$ cat src/rtl/fp_addsub_pkg.sv
// Shared types and constants for the FP add/sub back end.
// The mantissa bit positions describe the raw sum delivered by the align stage.
package fp_addsub_pkg;

  localparam int FP_EXP_W = 8;
  localparam int FP_MAN_W = 23;

  typedef enum logic [1:0] {
    IDLE  = 2'd0,
    NORM  = 2'd1,
    ROUND = 2'd2,
    HOLD  = 2'd3
  } state_e;

  localparam logic [FP_EXP_W-1:0] EXP_MAX = '1;

  // Raw mantissa layout: {carry, hidden, frac[FP_MAN_W-1:0], G, R, S}
  localparam int CARRY_B  = FP_MAN_W + 4;
  localparam int HIDDEN_B = FP_MAN_W + 3;
  localparam int G_B      = 2;
  localparam int R_B      = 1;
  localparam int S_B      = 0;

endpackage

$ cat src/rtl/fp_round_rne.sv
// Round-to-nearest-even on a {hidden, frac} significand with guard/round/sticky bits.
// Purely combinational; the carry out marks a significand that rounded up to 2.0.
module fp_round_rne
  import fp_addsub_pkg::*;
#(
  parameter int MAN_WIDTH = FP_MAN_W
) (
  input  logic                 hidden_i,
  input  logic [MAN_WIDTH-1:0] frac_i,
  input  logic                 g_i,
  input  logic                 r_i,
  input  logic                 s_i,
  output logic [MAN_WIDTH:0]   man_rounded_o,
  output logic                 carry_out_o,
  output logic                 inexact_o
);

  logic                 up;
  logic [MAN_WIDTH+1:0] sum;

  // Ties (G=1, R=S=0) round up only when the kept LSB is odd.
  assign up            = g_i & (r_i | s_i | frac_i[0]);
  assign sum           = {1'b0, hidden_i, frac_i} + {{(MAN_WIDTH + 1){1'b0}}, up};
  assign man_rounded_o = sum[MAN_WIDTH:0];
  assign carry_out_o   = sum[MAN_WIDTH+1];
  assign inexact_o     = g_i | r_i | s_i;

endmodule

$ cat src/rtl/fp_normalize_round.sv
// Normalise/round back end of the FP add/sub datapath: one normalisation shift per
// cycle, a single rounding cycle, then the packed result is held until taken.
module fp_normalize_round
  import fp_addsub_pkg::*;
#(
  parameter int EXP_WIDTH = FP_EXP_W,
  parameter int MAN_WIDTH = FP_MAN_W
) (
  input  logic                 clk,
  input  logic                 rst_n,
  input  logic                 in_valid,
  output logic                 in_ready,
  input  logic                 in_sign,
  input  logic [EXP_WIDTH-1:0] in_exp,
  input  logic [MAN_WIDTH+4:0] in_man,
  output logic                 out_valid,
  input  logic                 out_ready,
  output logic                 out_sign,
  output logic [EXP_WIDTH-1:0] out_exp,
  output logic [MAN_WIDTH-1:0] out_frac,
  output logic                 out_overflow,
  output logic                 out_inexact,
  output state_e               dbg_state_o
);

  // Handshake: a transfer happens on a rising edge where valid and ready are both 1;
  // valid never waits on ready, and a raised out_valid holds its data until accepted.

  state_e               state_q;
  logic                 sign_q;
  logic [EXP_WIDTH-1:0] exp_q;
  logic [MAN_WIDTH+4:0] man_q;

  logic [EXP_WIDTH-1:0] exp_inc;
  logic [MAN_WIDTH:0]   rnd_man;
  logic                 rnd_carry;
  logic                 rnd_inexact;

  assign exp_inc     = exp_q + 1'b1;
  assign in_ready    = rst_n && (state_q == IDLE);
  assign dbg_state_o = state_q;

  fp_round_rne #(.MAN_WIDTH(MAN_WIDTH)) u_round (
    .hidden_i      (man_q[HIDDEN_B]),
    .frac_i        (man_q[HIDDEN_B-1:G_B+1]),
    .g_i           (man_q[G_B]),
    .r_i           (man_q[R_B]),
    .s_i           (man_q[S_B]),
    .man_rounded_o (rnd_man),
    .carry_out_o   (rnd_carry),
    .inexact_o     (rnd_inexact)
  );

  always_ff @(posedge clk) begin
    if (!rst_n) begin
      state_q      <= IDLE;
      sign_q       <= 1'b0;
      exp_q        <= '0;
      man_q        <= '0;
      out_valid    <= 1'b0;
      out_sign     <= 1'b0;
      out_exp      <= '0;
      out_frac     <= '0;
      out_overflow <= 1'b0;
      out_inexact  <= 1'b0;
    end else begin
      case (state_q)
        IDLE: begin
          if (in_valid) begin
            sign_q  <= in_sign;
            exp_q   <= in_exp;
            man_q   <= in_man;
            state_q <= NORM;
          end
        end
        NORM: begin
          if (exp_q == EXP_MAX) begin
            out_sign     <= sign_q;
            out_exp      <= EXP_MAX;
            out_frac     <= man_q[HIDDEN_B-1:G_B+1];
            out_overflow <= 1'b0;
            out_inexact  <= 1'b0;
            out_valid    <= 1'b1;
            state_q      <= HOLD;
          end else if (man_q == '0) begin
            out_sign     <= 1'b0;
            out_exp      <= '0;
            out_frac     <= '0;
            out_overflow <= 1'b0;
            out_inexact  <= 1'b0;
            out_valid    <= 1'b1;
            state_q      <= HOLD;
          end else if (man_q[CARRY_B]) begin
            // The bit shifted out of S folds back into the sticky position.
            man_q <= {1'b0, man_q[CARRY_B:2], man_q[1] | man_q[0]};
            exp_q <= exp_inc;
            if (exp_inc == EXP_MAX) begin
              out_sign     <= sign_q;
              out_exp      <= EXP_MAX;
              out_frac     <= '0;
              out_overflow <= 1'b1;
              out_inexact  <= 1'b1;
              out_valid    <= 1'b1;
              state_q      <= HOLD;
            end else begin
              state_q <= ROUND;
            end
          end else if (!man_q[HIDDEN_B] && (exp_q > EXP_WIDTH'(1))) begin
            man_q <= man_q << 1;
            exp_q <= exp_q - 1'b1;
          end else begin
            if (!man_q[HIDDEN_B]) exp_q <= '0;
            state_q <= ROUND;
          end
        end
        ROUND: begin
          out_sign    <= sign_q;
          out_inexact <= rnd_inexact;
          out_valid   <= 1'b1;
          state_q     <= HOLD;
          if (rnd_carry) begin
            out_frac     <= '0;
            out_exp      <= (exp_inc == EXP_MAX) ? EXP_MAX : exp_inc;
            out_overflow <= (exp_inc == EXP_MAX);
          end else begin
            // A subnormal that rounds up into the hidden bit becomes the smallest normal.
            out_exp      <= ((exp_q == '0) && rnd_man[MAN_WIDTH]) ? EXP_WIDTH'(1) : exp_q;
            out_frac     <= rnd_man[MAN_WIDTH-1:0];
            out_overflow <= 1'b0;
          end
        end
        HOLD: begin
          if (out_ready) begin
            out_valid <= 1'b0;
            state_q   <= IDLE;
          end
        end
        default: state_q <= IDLE;
      endcase
    end
  end

endmodule

$ cat config.mk
export PLATFORM = sky130hd
export DESIGN_NAME = fp_normalize_round
export DESIGN_NICKNAME = d
export VERILOG_FILES = /design/src/rtl/fp_addsub_pkg.sv /design/src/rtl/fp_round_rne.sv /design/src/rtl/fp_normalize_round.sv
export SDC_FILE = /design/constraint.sdc
export NUM_CORES = 1
export LEC_CHECK = 0
export ABC_CLOCK_PERIOD_IN_PS = 2400
export CAP_MARGIN = 40
export CORE_MARGIN = 4
export CORE_UTILIZATION = 40
export DETAILED_ROUTE_END_ITERATION = 10
export GPL_ROUTABILITY_DRIVEN = 0
export PLACE_DENSITY = 0.59
export SLEW_MARGIN = 20
export SYNTH_ARGS = -nofsm -noshare
export SYNTH_HDL_FRONTEND = slang
export SYNTH_SLANG_ARGS = --single-unit
export TNS_END_PERCENT = 50
$ cat constraint.sdc
create_clock -name clk -period 2.4 [get_ports clk]
set_input_delay 0.36 -clock clk [delete_from_list [all_inputs] [get_ports clk]]
set_output_delay 0.36 -clock clk [all_outputs]
set_load 0.01 [all_outputs]
==> flow_metrics.py, run 1 <==
metrics = {
    "critical_path": {
        "r2r-end": "out_exp[1]",
        "path_class": "flip-flop to flip-flop",
        "r2r_start": "man_q[15]",
        "worstPathRequired_ps": 2640,
        "cp_max_fo": 10,
        "critPathMaxStageDelay_ps": 570,
        "endpoint": "out_exp[1]",
        "rr_worst_depth": 7,
        "regToRegSetupSlack_ps": 130,
        "path_cells": "nand4_2 -> nor4_2 -> nand3_1 -> xnor2_1 -> a21oi_1 -> a22o_1 -> a22o_1",
        "cp-startpoint": "man_q[15]",
        "startpoint_type": "flip-flop",
        "cpMaxStageDelayCell": "dfxtp_1",
        "critPathCaptureType": "flip-flop",
        "arrival_ps": 2500,
        "cpMostUsedCell": "a22o_1",
    },
    "placed_design": {
        "dp_cells": 905,
        "place_hpwl_um": 11090,
        "port_buffers": 78,
    },
    "global_route": {
        "grt_pass1_vias": 4765,
        "grt_antenna_before_repair": 0,
        "grt_pass1_wl_um": 25080,
        "grt_max_degree": 72,
        "gr-total-overflow": 0,
        "grt.total_usage_pct": 21.72,
    },
    "sta": {
        "hold_slack_ps": 401.5,
        "maxSlewHeadroom_pct": 59.57,
        "hold_viol": 0,
        "rsz0062_at_grt": "true",
        "fmax_mhz": 441.0,
        "worst_pin_slew_ps": 600.9,
        "skew_ps": 7.946,
        "min_period_over_period_pct": 94.48,
        "setup_viol": 0,
        "fin_crit_ps": 2267,
        "drv_slew": 0,
        "setup_tns_ps": 0,
    },
    "status": {
        "outcome": "complete, no violations",
    },
    "floorplan": {
        "core_area_mm2": 0.01206,
        "io_pins": 79,
        "die-width_um": 119.1,
        "die_h_um": 119.1,
        "start_util_pct": 40.91,
        "rows": 40,
        "dieArea_mm2": 0.01418,
    },
    "logic_synthesis": {
        "synthCells": 670,
        "synth_edf_count": 0,
        "ys_top_cells_by_count": "119 x nand2_1, 74 x dfxtp_1, 56 x o21ai_0",
        "synth_seq_cells": 74,
        "synth_area_mm2": 0.004935,
        "async_reset_ff_share_pct": 0,
        "ys_warn_count": 0,
        "yosys.area.top_type": "dfxtp_1",
        "synth.most_common_cell": "nand2_1",
        "synth_top_area_share_pct": 30.02,
        "synth.distinct_cells": 67,
        "ys.flop_type": "dfxtp_1",
        "synth.area.top_cells": "dfxtp_1 30%, nand2_1 9.1%, o21ai_0 5.7%",
        "avgSynthCellArea_um2": 7.365,
        "seq_area_frac_synth_pct": 30.02,
        "synth_nets": 721,
    },
    "worst_hold_path": {
        "hold_path.class": "primary input to flip-flop",
    },
    "clock_tree": {
        "path_clk_slew_ps": 60,
        "cts_buffer_depth": 2,
        "cts_hold_buffers": 0,
        "cts.sinks": 74,
        "cts_buffers": 9,
        "cts-htree-levels": 3,
        "worst_skew_pair.late_latency_ps": 350,
        "root_buffer": "clkbuf_16",
        "cts_tree": "yes",
    },
    "route": {
        "wl_met3_um": 947,
        "routed-wl-met2_um": 6549,
        "dr.pass1.iters": 6,
        "vias_per_cell": 5.689,
        "top_layer": "met4",
        "wl_um": 15280,
        "post_drt_wl_per_cell_um": 16.60,
        "vias": 5240,
        "drtIter0Drc": 469,
        "final_antenna_net_count": 0,
        "met1_length_um": 7478,
        "drc": 0,
    },
    "power": {
        "pwr-share-comb_pct": 59.4,
        "power_leakage_uw": 0.002248,
        "swShare_pct": 46.98,
        "p_clk_share_pct": 13.9,
        "peakVddDrop_mv": 0.7147,
        "power.density_mw_per_mm2": 1428,
        "total_power_uw": 9098,
        "p_sw_uw": 4274,
        "p_int_uw": 4824,
        "p_seq_share_pct": 26.7,
    },
    "run": {
        "drv_cap": 0,
    },
    "finish": {
        "nets": 799,
        "postLayoutCoreUtil_pct": 52.83,
        "area_delta_synth_final_pct": 29.13,
        "antennaDiodeCount": 0,
        "fin_cells": 921,
        "drive_above_1_share_pct": 14.48,
        "fillers": 1202,
    },
}
[layout by cell type, fill, tap and decap left out, types with 3 or more instances in the layout]
cell | Yosys | routed
clkdlybuf4s50_1 | 0 | 77
o211ai_1 | 6 | 6
nand3b_1 | 5 | 5
nor3b_1 | 4 | 4
mux2i_1 | 6 | 6
xor2_1 | 7 | 7
o21ai_0 | 56 | 56
a31oi_1 | 17 | 17
and2_1 | 7 | 7
nor3_1 | 9 | 8
clkinv_2 | 0 | 3
ha_1 | 10 | 9
o22ai_1 | 4 | 4
nand4_1 | 13 | 13
a22o_1 | 7 | 7
nand3_1 | 42 | 42
nand4b_1 | 3 | 3
clkbuf_16 | 0 | 9
a21oi_2 | 4 | 4
buf_4 | 9 | 54
xnor2_1 | 8 | 8
nor3_2 | 6 | 6
nand2b_1 | 7 | 7
or3_1 | 5 | 5
and3_1 | 5 | 5
dfxtp_1 | 74 | 74
buf_12 | 0 | 4
o21ai_1 | 15 | 15
a31o_1 | 3 | 3
a21oi_1 | 22 | 22
inv_1 | 11 | 11
o2111ai_1 | 27 | 27
nor2_2 | 5 | 5
nor2b_1 | 3 | 3
nand2_1 | 119 | 119
o21a_1 | 3 | 3
nor2_1 | 36 | 36
nor4_1 | 9 | 6
nor4_2 | 1 | 4
a211oi_1 | 9 | 9
[power by group through the flow]
stage	Sequential [µW]	Combinational (µW)	Clock, µW
detailed placement	2430	5250	0
global placement	2410	5190	0
finish	2430	5400	1260
floorplan	2100	3720	0
global route	2510	5950	1350
CTS	2400	5300	1290
[stage by stage]
step	worst slack, ps	area, µm²
3_3_place_gp	89.92	6062
4_1_cts	2.004	6335
5_1_grt	-0.7221	6372
3_5_place_dp	46.65	6062
6_report	132.6	6372
2_1_floorplan	313.2	4935
[per-layer routing]
layer / up-vias / global-route usage (%)
li1: 2597 / -
met1: 2438 / 32.12
met2: 182 / 31.05
met3: 23 / 3.799
met4: 0 / 8.545
met5: - / 0
[critical path: cells and delay by family, from the launching register on]
| family | cells | cell delay (ps) |
|---|---|---|
| and+or+nand+nor | 3 | 840 |
| DFF | 1 | 570 |
| AOI/OAI and AO/OA | 3 | 530 |
| xor gates and xnor gates | 1 | 220 |
[layout make-up]
| class | count | area [µm²] | area share (%) |
|---|---|---|---|
| clock buffers | 11 | 242.7 | 3.809 |
| clock inverters | 5 | 30.03 | 0.4712 |
| inverters | 12 | 45.04 | 0.7069 |
| multi-input cells | 514 | 3090 | 48.50 |
| flip-flops and latches | 74 | 1481 | 23.25 |
| well taps | 168 | 210.2 | 3.299 |
| repair buffers | 137 | 1272 | 19.97 |
[registers in the layout (all words and copies together), names as in the netlist]
| name | cells |
|---|---|
| dbg_state_o | 2 |
| exp_q | 8 |
| man_q | 28 |
| out_exp | 8 |
| out_frac | 23 |
| out_inexact | 1 |
| out_overflow | 1 |
| out_sign | 1 |
| out_valid | 1 |
| sign_q | 1 |
[worst min path at each step]
stage,start,end,slack (ps),cells after the start
2_1_floorplan,sign_q,sign_q,440,2
3_3_place_gp,out_exp[5],out_exp[5],470,1
3_5_place_dp,sign_q,sign_q,470,2
4_1_cts,rst_n,out_frac[19],390,3
5_1_grt,rst_n,out_frac[19],410,3
6_report,rst_n,out_frac[19],400,3
[cell families after synthesis]
kind of cell	count (synthesis)	share of synthesized area, %
and+or+nand+nor	288	28.88
muxes	6	1.217
DFF	74	30.02
buffers and inverters	82	8.342
adders and majority gates	10	2.535
AOI/OAI and AO/OA	195	26.34
xor gates and xnor gates	15	2.662
[what timing repair did]
action                                  in CTS  in global routing
setup buffers                                0                  0
endpoints found under the setup margin       0                 25
resized for setup                            0                  6
hold endpoints to repair                     0                  0
No activity file was read; power rests on OpenSTA's default activity.
==> run 2: changes to the inputs <==
--- a/config.mk
+++ b/config.mk
@@ -12,6 +12,7 @@
 export DETAILED_ROUTE_END_ITERATION = 10
 export GPL_ROUTABILITY_DRIVEN = 0
 export PLACE_DENSITY = 0.59
+export REMOVE_ABC_BUFFERS = 1
 export SLEW_MARGIN = 20
 export SYNTH_ARGS = -nofsm -noshare
 export SYNTH_HDL_FRONTEND = slang
==> flow_metrics.py, run 2 (synthesis gave the netlist of run 1 again) <==
metrics = {
    "floorplan": {
        "start_util_pct": 40.91,
        "dieArea_mm2": 0.01418,
        "die-width_um": 119.1,
        "io_pins": 79,
        "die_h_um": 119.1,
        "core_area_mm2": 0.01206,
        "rows": 40,
    },
    "sta": {
        "rsz0062_at_grt": "true",
        "min_period_over_period_pct": 93.59,
        "setup_viol": 0,
        "worst_pin_slew_ps": 627.6,
        "skew_ps": 7.824,
        "fmax_mhz": 445.2,
        "maxSlewHeadroom_pct": 57.77,
        "hold_viol": 0,
        "setup_tns_ps": 0,
        "fin_crit_ps": 2246,
        "drv_slew": 0,
    },
    "finish": {
        "nets": 806,
        "mostFrequentLayoutCell": "nand2_1",
        "fin_cells": 928,
        "drive_above_1_share_pct": 16.32,
        "largest_reg_flops": 28,
        "top_register": "man_q",
        "top_regs": "man_q (28), out_frac (23)",
        "postLayoutCoreUtil_pct": 53.91,
        "area_delta_synth_final_pct": 31.77,
        "antennaDiodeCount": 0,
        "final_cell_mix": "119 x nand2_1, 77 x clkdlybuf4s50_1, 71 x dfxtp_1",
        "fillers": 1168,
    },
    "clock_tree": {
        "cts_setup_buffers": 0,
        "path_clk_slew_ps": 60,
        "cts_buffers": 9,
        "cts_buffer_depth": 2,
        "cts-htree-levels": 3,
        "cts_tree": "yes",
        "cts_hold_buffers": 0,
        "cts.sinks": 74,
        "cts_resized": 0,
        "worst_skew_pair.late_latency_ps": 340,
        "root_buffer": "clkbuf_16",
    },
    "route": {
        "wl_um": 16040,
        "drc": 0,
        "final_antenna_net_count": 0,
        "vias": 5284,
        "dr.pass1.iters": 5,
        "vias_per_cell": 5.694,
        "drtIter0Drc": 369,
        "post_drt_wl_per_cell_um": 17.28,
    },
    "global_route": {
        "grt_pass1_vias": 4878,
        "gr-total-overflow": 0,
        "grt_max_degree": 42,
        "grt_pass1_wl_um": 25880,
        "grt.total_usage_pct": 22.36,
        "grt_antenna_before_repair": 0,
    },
    "placed_design": {
        "dp_cells": 912,
        "port_buffers": 78,
        "place_hpwl_um": 11690,
    },
    "critical_path": {
        "critPathCaptureType": "flip-flop",
        "cp_max_fo": 7,
        "path_class": "flip-flop to flip-flop",
        "worstPathRequired_ps": 2610,
        "arrival_ps": 2450,
        "startpoint_type": "flip-flop",
    },
    "worst_hold_path": {
        "hold_path.class": "flip-flop to flip-flop",
    },
    "power": {
        "power.density_mw_per_mm2": 1472,
        "power_leakage_uw": 0.002330,
        "peakVddDrop_mv": 0.6855,
    },
    "status": {
        "outcome": "complete, no violations",
    },
    "run": {
        "drv_cap": 0,
    },
}
[run 2: cell types whose count changed in the layout (fill, tap and decap cells not counted), moves of 2 or more]
cell / change
clkinvlp_4: -2
dfxtp_1: -3
nor3_2: +2
dfxtp_2: +3
bufinv_16: +3
buf_4: +8
[run 2: layout make-up]
type                    instances  area [µm²]  share of cell area [%]
clock buffers                  11       252.7                   3.887
clock inverters                 5       100.1                   1.539
inverters                      12       45.04                  0.6927
multi-input cells             514        3097                   47.62
flip-flops and latches         74        1485                   22.84
well taps                     168       210.2                   3.233
repair buffers                144        1313                   20.18
[run 2: power breakdown]
group          switching [µW]  total (µW)  internal [µW]
combinational            3160        5570           2410
clock                     538        1610           1070
sequential                656        2390           1730
[run 2: path summary, 6_finish.rpt]
path	start	end	slack [ps]	cells past startpoint
setup / recovery	exp_q[1]	dbg_state_o[0]	150	11
hold / removal	sign_q	sign_q	470	2
setup reg to reg	exp_q[1]	dbg_state_o[0]	150	11
hold reg to reg	sign_q	sign_q	470	2
[run 2: critical path, cell delays in order (launching register included)]
cell	delay, ps
dfxtp_2	380
buf_4	180
inv_1	70
ha_1	220
nor2_1	190
nor4b_4	80
nor3_2	180
buf_4	200
nand2_1	150
o21a_1	260
o21ai_0	140
a41oi_1	60
[run 2: through the flow]
step	area, µm²	setup WS [ps]	total power [µW]	hold WS (ps)
3_5_place_dp	6102	108.9	7834	458.2
5_1_grt	6502	-5.079	10250	504.2
3_3_place_gp	6102	86.42	7777	447.1
6_report	6502	153.9	9570	473.2
2_1_floorplan	4568	-1292	5252	436.6
4_1_cts	6455	82.56	9477	481.0
[run 2: routing by layer]
metal / share of wire (%) / wire length, µm / global-route usage, % / vias up
met2: 47 / 7597 / 36.63 / 165
met3: 5.0 / 809 / 3.656 / 30
li1: - / - / - / 2603
met1: 45 / 7255 / 29.58 / 2486
met5: 0 / 0 / 0 / -
met4: 2.3 / 376 / 8.182 / 0
==> run 3: changes to the inputs <==
--- a/config.mk
+++ b/config.mk
@@ -11,7 +11,9 @@
 export CORE_UTILIZATION = 40
 export DETAILED_ROUTE_END_ITERATION = 10
 export GPL_ROUTABILITY_DRIVEN = 0
+export GPL_TIMING_DRIVEN = 1
 export PLACE_DENSITY = 0.59
+export RECOVER_POWER = 100
 export REMOVE_ABC_BUFFERS = 1
 export SLEW_MARGIN = 20
 export SYNTH_ARGS = -nofsm -noshare
==> flow_metrics.py, run 3 (synthesis gave the netlist of run 1 again) <==
metrics = {
    "critical_path": {
        "cpMaxStageDelayCell": "clkdlybuf4s50_1",
        "r2r-end": "out_frac[7]",
        "regToRegSetupSlack_ps": 130,
        "rr_worst_depth": 10,
        "critical_path.top_delay_family": "buffers and inverters",
        "critPathMaxStageDelay_ps": 540,
        "startpoint_type": "flip-flop",
        "critPathCaptureType": "output pin",
        "cp-startpoint": "dbg_state_o[0]",
        "cp_max_fo": 6,
        "path_cells": "inv_1 -> ha_1 -> clkbuf_1 -> and2_1 -> clkdlybuf4s50_1",
        "r2r_start": "man_q[2]",
        "path_class": "flip-flop to output pin",
        "worstPathRequired_ps": 2040,
        "arrival_ps": 1930,
        "crit_buf_inv": 3,
    },
    "floorplan": {
        "rows": 40,
        "dieArea_mm2": 0.01418,
        "die-width_um": 119.1,
        "core_area_mm2": 0.01206,
        "io_pins": 79,
        "start_util_pct": 40.91,
        "die_h_um": 119.1,
    },
    "worst_hold_path": {
        "holdPathEnd": "out_sign",
        "hp-start": "out_sign",
        "hold_path_depth": 1,
        "hold_path.class": "flip-flop to flip-flop",
    },
    "clock_tree": {
        "cts_resized": 0,
        "root_buffer": "clkbuf_16",
        "cts_hold_buffers": 0,
        "worst_skew_pair.late_latency_ps": 340,
        "cts_buffers": 9,
        "cts_tree": "yes",
        "cts.sinks": 74,
        "cts_setup_buffers": 0,
        "cts_buffer_depth": 2,
        "path_clk_slew_ps": 60,
        "cts-htree-levels": 3,
    },
    "power": {
        "swShare_pct": 45.93,
        "p_clk_share_pct": 17.0,
        "peakVddDrop_mv": 0.6875,
        "p_int_uw": 5102,
        "power.density_mw_per_mm2": 1455,
        "p_sw_uw": 4334,
        "total_power_uw": 9436,
        "p_seq_share_pct": 25.2,
        "pwr-share-comb_pct": 57.7,
        "power_leakage_uw": 0.002419,
    },
    "finish": {
        "mostFrequentLayoutCell": "nand2_1",
        "largest_reg_flops": 28,
        "top_register": "man_q",
        "postLayoutCoreUtil_pct": 53.78,
        "top_regs": "man_q (28), out_frac (23)",
        "drive_above_1_share_pct": 16.18,
        "nets": 806,
        "area_delta_synth_final_pct": 31.44,
        "antennaDiodeCount": 0,
        "final_cell_mix": "119 x nand2_1, 71 x dfxtp_1, 61 x buf_4",
        "fin_cells": 928,
    },
    "global_route": {
        "gr-total-overflow": 0,
        "grt_max_degree": 42,
        "grt.total_usage_pct": 22.36,
        "grt_pass1_vias": 4878,
        "grt_pass1_wl_um": 25880,
        "grt_antenna_before_repair": 0,
    },
    "route": {
        "post_drt_wl_per_cell_um": 17.26,
        "wl_um": 16020,
        "vias_per_cell": 5.726,
        "drtIter0Drc": 389,
        "drc": 0,
        "vias": 5314,
        "final_antenna_net_count": 0,
        "dr.pass1.iters": 5,
    },
    "status": {
        "outcome": "complete, no violations",
    },
    "sta": {
        "setup_tns_ps": 0,
        "fmax_mhz": 437.2,
        "rsz0062_at_grt": "true",
        "maxSlewHeadroom_pct": 57.41,
        "worst_pin_slew_ps": 633.1,
        "setup_viol": 0,
        "skew_ps": 8.243,
        "hold_viol": 0,
        "fin_crit_ps": 2287,
        "min_period_over_period_pct": 95.30,
        "drv_slew": 0,
    },
    "placed_design": {
        "place_hpwl_um": 11690,
        "dp_cells": 912,
        "port_buffers": 78,
    },
    "run": {
        "drv_cap": 0,
    },
}
run 3: changes by cell type in the layout (fill, tap and decap cells not counted), sizes merged:
cell | previous run | this run
dlygate4sd3 | 0 | 37
clkbuf | 11 | 13
clkdlybuf4s50 | 77 | 40
buf | 67 | 65
run 3: how the worst max path moves through the flow:
stage / cells after the start / endpoint
6_report: 5 / in_ready
5_1_grt: 9 / out_exp[0]
4_1_cts: 7 / out_exp[0]
3_5_place_dp: 7 / out_exp[0]
3_3_place_gp: 7 / out_exp[0]
2_1_floorplan: 7 / man_q[3]
run 3: layer usage:
metal	share of wire, %	wire, µm	vias up	global-route usage, %
li1	-	-	2605	-
met1	46	7288	2516	29.58
met2	47	7595	161	36.63
met3	4.7	752	32	3.656
met4	2.4	380	0	8.182
met5	0	0	-	0
run 3: layout make-up:
| cell class | instances | area (µm²) |
|---|---|---|
| clock buffers | 11 | 252.7 |
| clock inverters | 5 | 100.1 |
| fillers | 1169 | 5575 |
| inverters | 12 | 45.04 |
| multi-input cells | 514 | 3097 |
| flip-flops and latches | 74 | 1485 |
| well taps | 168 | 210.2 |
| repair buffers | 144 | 1296 |
run 3: power groups by stage:
stage                     logic (µW)  clock network [µW]  registers (µW)
after floorplan                 2840                   0            2420
after global placement          5420                   0            2360
after detailed placement        5460                   0            2370
after CTS                       5480                1640            2350
after global routing            5980                1680            2460
final                           5450                1610            2380
run 3: through the flow:
step | setup slack, ps | hold slack [ps] | cell area (µm²)
5_1_grt | -4.982 | 501.1 | 6486
2_1_floorplan | -1292 | 436.6 | 4568
3_3_place_gp | 86.42 | 447.1 | 6102
3_5_place_dp | 108.9 | 458.2 | 6102
6_report | 112.9 | 470.2 | 6486
4_1_cts | 82.56 | 481.0 | 6455
